<file path="src/rtl/mem_access_unit.sv">
// mem_access_unit: MEM-stage initiator for the data-memory interface.
//
// Takes one operation at a time from EX (valid/ready handshake), drives the
// memory strobes until the memory reports ready, and hands results to
// writeback. Non-memory ALU results pass straight through to writeback, so
// every operation leaves this stage the same way.
//
// Ports:
//   clk, rst             rising-edge clock, asynchronous active-high reset
//   ex_valid / ex_ready  operation handshake from EX (ready only in IDLE)
//   ex_mem_read/_write   operation kind (both set = illegal)
//   ex_addr, ex_wdata    address or pass-through value, store data
//   ex_rd                destination register
//   mem_read/mem_write   memory strobes, held for the whole access
//   mem_addr/mem_wdata   latched address and store data
//   mem_rdata/mem_ready  memory response
//   wb_valid/wb_rd/wb_data  one-cycle writeback pulse
//   stall                pipeline stall request (not IDLE)
//   err                  one-cycle pulse on illegal op or timeout

module mem_access_unit #(
  parameter int unsigned DATA_W  = 32,
  parameter int unsigned ADDR_W  = 32,
  parameter int unsigned RD_W    = 6,
  parameter int unsigned TIMEOUT = 16
) (
  input  logic              clk,
  input  logic              rst,
  input  logic              ex_valid,
  output logic              ex_ready,
  input  logic              ex_mem_read,
  input  logic              ex_mem_write,
  input  logic [ADDR_W-1:0] ex_addr,
  input  logic [DATA_W-1:0] ex_wdata,
  input  logic [RD_W-1:0]   ex_rd,
  output logic              mem_read,
  output logic              mem_write,
  output logic [ADDR_W-1:0] mem_addr,
  output logic [DATA_W-1:0] mem_wdata,
  input  logic [DATA_W-1:0] mem_rdata,
  input  logic              mem_ready,
  output logic              wb_valid,
  output logic [RD_W-1:0]   wb_rd,
  output logic [DATA_W-1:0] wb_data,
  output logic              stall,
  output logic              err
);

  // TIMEOUT-1 is the largest value the counter ever holds.
  localparam int unsigned CntW = (TIMEOUT > 1) ? $clog2(TIMEOUT) : 1;
  localparam logic [CntW-1:0] CntLast = CntW'(TIMEOUT - 1);

  typedef enum logic [0:0] {StIdle, StAccess} state_e;

  state_e          state_q;
  logic [CntW-1:0] cnt_q;
  logic [RD_W-1:0] rd_q;

  // Both derive straight from the state register, so they stay glitch-free.
  assign ex_ready = (state_q == StIdle);
  assign stall    = (state_q != StIdle);

  always_ff @(posedge clk or posedge rst) begin
    if (rst) begin
      state_q   <= StIdle;
      cnt_q     <= '0;
      rd_q      <= '0;
      mem_read  <= 1'b0;
      mem_write <= 1'b0;
      mem_addr  <= '0;
      mem_wdata <= '0;
      wb_valid  <= 1'b0;
      wb_rd     <= '0;
      wb_data   <= '0;
      err       <= 1'b0;
    end else begin
      // Writeback and error are single-cycle pulses.
      wb_valid <= 1'b0;
      err      <= 1'b0;
      unique case (state_q)
        StIdle: begin
          if (ex_valid) begin
            if (ex_mem_read && ex_mem_write) begin
              err <= 1'b1;
            end else if (ex_mem_read || ex_mem_write) begin
              mem_addr  <= ex_addr;
              mem_wdata <= ex_wdata;
              rd_q      <= ex_rd;
              mem_read  <= ex_mem_read;
              mem_write <= ex_mem_write;
              cnt_q     <= '0;
              state_q   <= StAccess;
            end else begin
              wb_valid <= 1'b1;
              wb_rd    <= ex_rd;
              wb_data  <= DATA_W'(ex_addr);
            end
          end
        end
        StAccess: begin
          if (mem_ready) begin
            // mem_read still holds the latched op kind here.
            if (mem_read) begin
              wb_valid <= 1'b1;
              wb_rd    <= rd_q;
              wb_data  <= mem_rdata;
            end
            mem_read  <= 1'b0;
            mem_write <= 1'b0;
            state_q   <= StIdle;
          end else if (cnt_q == CntLast) begin
            mem_read  <= 1'b0;
            mem_write <= 1'b0;
            err       <= 1'b1;
            state_q   <= StIdle;
          end else begin
            cnt_q <= cnt_q + 1'b1;
          end
        end
        default: state_q <= StIdle;
      endcase
    end
  end

endmodule

</file>
<file path="config.mk">
export PLATFORM = sky130hd
export DESIGN_NAME = mem_access_unit
export DESIGN_NICKNAME = d
export VERILOG_FILES = /design/src/rtl/mem_access_unit.sv
export SDC_FILE = /design/constraint.sdc
export NUM_CORES = 1
export LEC_CHECK = 0
export ABC_AREA = 1
export CORE_ASPECT_RATIO = 0.9
export CORE_UTILIZATION = 38
export CTS_CLUSTER_DIAMETER = 120
export DETAILED_ROUTE_END_ITERATION = 7
export HOLD_SLACK_MARGIN = 0.06
export PLACE_DENSITY = 0.73
export SYNTH_ARGS = -nofsm -noshare
export SYNTH_HDL_FRONTEND = slang
export SYNTH_SLANG_ARGS = --single-unit
</file>
<file path="constraint.sdc">
create_clock -name clk -period 5.2 [get_ports clk]
set_clock_uncertainty 0.05 [all_clocks]
set_input_delay 0.78 -clock clk [delete_from_list [all_inputs] [get_ports clk]]
set_output_delay 0.78 -clock clk [all_outputs]
set_load 0.05 [all_outputs]
</file>
== Word level (Yosys, flattened, before mapping) ==
Cells that the tools add are included.

* $add $sub $neg: 1
* Eq/ne operators: 10
* Multiplexer cells: 45
* Bitwise gates (word level): 2
* Reductions and logical operators: 6

{| class="wikitable"
|+ Operator list
! operator !! count
|-
| 2-to-1 mux 32 bit || 5
|-
| case mux 32 bit (2 select lines) || 1
|-
| 2-to-1 mux 6 bit || 5
|-
| 2-to-1 mux 1 bit || 22
|-
| 2-to-1 mux 4 bit || 5
|-
| != test 2 bit (second input constant) || 7
|-
| case mux 6 bit (2 select lines) || 1
|-
| case mux 1 bit (2 select lines) || 5
|-
| AND reduction 5 bit || 2
|-
| case mux 4 bit (2 select lines) || 1
|-
| AND reduction 4 bit || 2
|-
| adder 4 x 1 -> 4 bit (second input constant) || 1
|-
| equality test 4 bit (second input constant) || 1
|-
| != test 3 x 2 -> 1 bit (second input constant) || 1
|-
| != test 2 x 1 -> 1 bit (second input constant) || 1
|-
| NOT 1 bit || 2
|-
| logical AND 1 bit || 1
|-
| logical OR 1 bit || 1
|}

* Register bits: 117
* Bits of input ports: 108
* Output and inout bits: 108
* Word-level logic and storage cells: 75

== Logic depth before layout (Yosys ltp) ==
* Word-level depth: 5
* Gate-level depth with buffers: 9
* Depth with buffers taken out: 7

== Least setup slack after synthesis ==
OpenSTA, ideal clock, no wires.

* Path kind: input-to-reg
* Start: input ex_mem_read
* End: register mem_wdata[0]
* Library setup time: 0.119 ns
* Arrival time: 1.743 ns
* Data required time: 5.031 ns
* Slack: 3.288 ns
* Stages on the path: 8
* Path buffers: 2
* Path through: inv_1 > ha_1 > nor2_4 > nand2_2 > buf_2 > buf_6 > nand2_1 > nand2_1

* Longest elaborated chain between the ends: 3
* Elaborated cells between the ends (all ways): 4
* Classes of those cells: bitwise (1); reduce/logical (3)

{| class="wikitable"
|+ Ends and longest elaborated chain
! element !! RTL line !! source
|-
| from (decl) || 31 || <nowiki>input logic ex_mem_read,</nowiki>
|-
| logical AND 1 bit || 83 || <nowiki>if (ex_mem_read && ex_mem_write) begin</nowiki>
|-
| NOT 1 bit (no source line) || -- ||
|-
| AND reduction 4 bit (no source line) (*) || -- ||
|-
| to (signal assigned) || 87 || <nowiki>mem_wdata <= ex_wdata;</nowiki>
|-
| to (decl) || 39 || <nowiki>output logic [DATA_W-1:0] mem_wdata,</nowiki>
|}

Mark *: on every way between the ends. The rest lies on a longest branch, timed or not.
A chain may end at the register's enable or synchronous reset.

== Final worst setup path ==
* Start: register state_q, in the netlist stall
* End: output stall

{| class="wikitable"
|+ RTL lines
! element !! RTL line !! source
|-
| from (decl) || 55 || <nowiki>state_e state_q;</nowiki>
|-
| from (signal assigned) || 65 || <nowiki>state_q <= StIdle;</nowiki>
|-
| from (signal assigned) || 92 || <nowiki>state_q <= StAccess;</nowiki>
|-
| from (signal assigned) || 110 || <nowiki>state_q <= StIdle;</nowiki>
|-
| to (decl) || 45 || <nowiki>output logic stall,</nowiki>
|}

No word-level cell between the ends.

==> impl_metrics.json <==
{
  "ys_ff_latch": 117,
  "io_buffers": 215,
  "ctsRootBufferMaster": "clkbuf_16",
  "r2r_start": "stall",
  "drt_iter0_drc": 312,
  "max_clock_freq_ghz": 0.291,
  "async_flop_share_pct": 100,
  "dr.pass1.iters": 8,
  "antenna_found_initial": 0,
  "htree_levels": 4,
  "routabilityCongestion": 0.852,
  "die_x_um": 124,
  "n_fill_cell": 1090,
  "num_vias": 4786,
  "clk_path_buf_depth": 2,
  "gr-total-overflow": 0,
  "cts_sinks": 117,
  "crit_required_ps": 4370,
  "grt_max_degree": 109,
  "finish.utilization_pct": 61.8,
  "drc": 0,
  "reg2regPathDepth": 3,
  "worst_pin_slew_ps": 1070,
  "finalCritPeriodShare_pct": 66.2,
  "dieArea_um2": 13900,
  "synth.most_common_cell": "nand2_1",
  "yosysTopAreaCell": "dfrtp_1",
  "crit_chain": "buf_4 -> clkdlybuf4s50_1",
  "cp-start-kind": "flop",
  "path_class": "reg2out",
  "maxSlewHeadroom_pct": 28.4,
  "synth_area_um2": 5110,
  "grt_setup_unrepaired": "no",
  "antenna_left": 0,
  "core_area_um2": 12900,
  "grt_use_total_pct": 21.7,
  "ir_drop_uv": 239,
  "synth_edf_count": 0,
  "cpMaxStageDelayCell": "clkdlybuf4s50_1",
  "via_per_inst": 4.83,
  "slowest_delay_ps": 880,
  "start_util_pct": 39.7,
  "rows": 39,
  "drive_above_1_share_pct": 5.45,
  "synth_nets": 723,
  "highest-signal-layer": "met4",
  "avgSynthCellArea_um2": 8.37,
  "numCtsBuffers": 17,
  "io_pins": 216,
  "yosysUniqueCellTypes": 22,
  "nNetsFinal": 925,
  "timing.setup.tns_ps": 0,
  "die_h_um": 112,
  "rr_endpoint": "mem_addr[0]",
  "dr_wl_met2_mm": 6.66,
  "wl_met1_mm": 6.45,
  "cts_hold_buf": 0,
  "switching_share_pct": 41.6,
  "hold_viol_final": 0,
  "pwr-share-seq_pct": 30.1,
  "arrival_ps": 2610,
  "pwr_density_cell_nw_per_um2": 564,
  "syn-instance-count": 611,
  "yosysWarningCount": 0,
  "wl_met3_mm": 1.14,
  "syn_to_final_growth_pct": 55.8,
  "synth_top_area_share_pct": 57.3,
  "slew_viol_final": 0,
  "p_leak_nw": 3.85,
  "dp_hpwl_mm": 9.73,
  "synthTopCellsByCount": "nand2_1, dfrtp_1, nand3_1",
  "fin_crit_ps": 3440,
  "p_clk_share_pct": 27.9,
  "ctsResizeCount": 0,
  "holdPathStages": 2,
  "synth_seq_area_share_pct": 57.3,
  "p_sw_w": 0.00187,
  "clkLatencyLatePin_ps": 410,
  "clk_pin_slew_worst_paths_ps": 50,
  "p_int_w": 0.00262,
  "hp-start": "wb_data[30]",
  "tritoncts": "built",
  "status": "completed",
  "grt_pass1_wl_mm": 24.0,
  "cp_max_fo": 43,
  "synth_area_leaders": "dfrtp_1, nand2_1, nand3_1, o21ai_0, inv_1",
  "wire_per_inst_um": 14.6,
  "min_to": "wb_data[30]",
  "setup_viol": 0,
  "combPwrFrac_pct": 42.1,
  "antenna_cells": 0,
  "grt_pass1_vias": 4768,
  "min_path_type": "reg2reg",
  "maxCapViolations": 0,
  "critPathCaptureType": "primary output",
  "cts_setup_buffers": 0,
  "synth_flop_cell": "dfrtp_1",
  "wl_mm": 14.5,
  "rrSetupSlack_ps": 2440
}
==> cell usage in the layout, fill, tap and decap left out, drive strengths merged <==
| cell | count |
|---|---|
| nand2 | 240 |
| clkdlybuf4s50 | 215 |
| dfrtp | 117 |
| nand3 | 81 |
| o21ai | 77 |
| inv | 46 |
| clkbuf | 20 |
| buf | 6 |
| clkinvlp | 5 |
| ha | 4 |
| bufinv | 4 |
| nor2 | 3 |
| clkinv | 3 |
| nand3b | 1 |
| xor2 | 1 |
| o31ai | 1 |
| o21bai | 1 |
| nand4 | 1 |
==> worst max-delay path by stage <==
stage	end	cells past startpoint	slack, ps	startpoint
CTS	stall	2	1720	stall
finish	stall	2	1760	stall
detailed placement	mem_addr[16]	6	1600	ex_mem_read
floorplan	cnt_q[0]	1	1270	rst
global placement	mem_addr[9]	6	1730	ex_mem_read
global route	stall	2	1620	stall
==> cells by family (layout without fill, tap and decap cells) <==
| kind of cell | Yosys count | count (layout) | synth area share [%] |
|---|---|---|---|
| AND/OR/NAND/NOR | 326 | 326 | 26.4 |
| buffers and inverters | 84 | 299 | 7.37 |
| adder cells (fa/ha/maj) | 4 | 4 | 0.979 |
| XOR/XNOR | 1 | 1 | 0.171 |
| AO/OA/AOI/OAI | 79 | 79 | 7.83 |
| flip-flops | 117 | 117 | 57.3 |
==> metrics by stage <==
stage / total power [W] / setup slack, ps / cells / cell area, µm² / hold slack [ps]
2_1_floorplan: 0.00254 / 1270 / 611 / 5110 / 403
4_1_cts: 0.00453 / 1720 / 990 / 7970 / 422
3_5_place_dp: 0.00325 / 1600 / 958 / 7320 / 409
3_3_place_gp: 0.00323 / 1730 / 958 / 7320 / 404
6_report: 0.00449 / 1760 / 990 / 7970 / 417
5_1_grt: 0.00469 / 1620 / 990 / 7970 / 444
==> state kept, by name, indices dropped and copies added, names as in the netlist <==
signal	flops
mem_write	1
cnt_q	4
wb_valid	1
wb_rd	6
rd_q	6
err	1
stall	1
mem_wdata	32
mem_addr	32
wb_data	32
mem_read	1
==> worst max-delay path, delay by kind of cell (launching register included) <==
family,cells,cell delay (ps)
buf+inv,2,1360
flops,1,800
==> power by group through the flow <==
stage | sequential, W | combinational [W] | clock, W
global placement | 0.00135 | 0.00188 | 0
floorplan | 0.00218 | 0.000359 | 0
finish | 0.00135 | 0.00189 | 0.00125
detailed placement | 0.00136 | 0.00190 | 0
global route | 0.00138 | 0.00199 | 0.00132
CTS | 0.00135 | 0.00190 | 0.00127
==> per-layer routing <==
| metal | GRT usage [%] | vias up |
|---|---|---|
| met4 | 7.71 | 0 |
| li1 | - | 2348 |
| met3 | 6.72 | 16 |
| met1 | 27.3 | 2216 |
| met2 | 35.2 | 206 |
| met5 | 0 | - |
==> cell type report <==
type                    instances  area, µm²  share of cell area [%]
multi-input cells             410       1810                    22.8
inverters                      46        178                    2.23
repair buffers                221       2200                    27.6
well taps                     164        205                    2.58
clock buffers                  20        467                    5.86
flip-flops and latches        117       2930                    36.8
clock inverters                12        176                    2.21
Power figures use the tool's default switching activity.
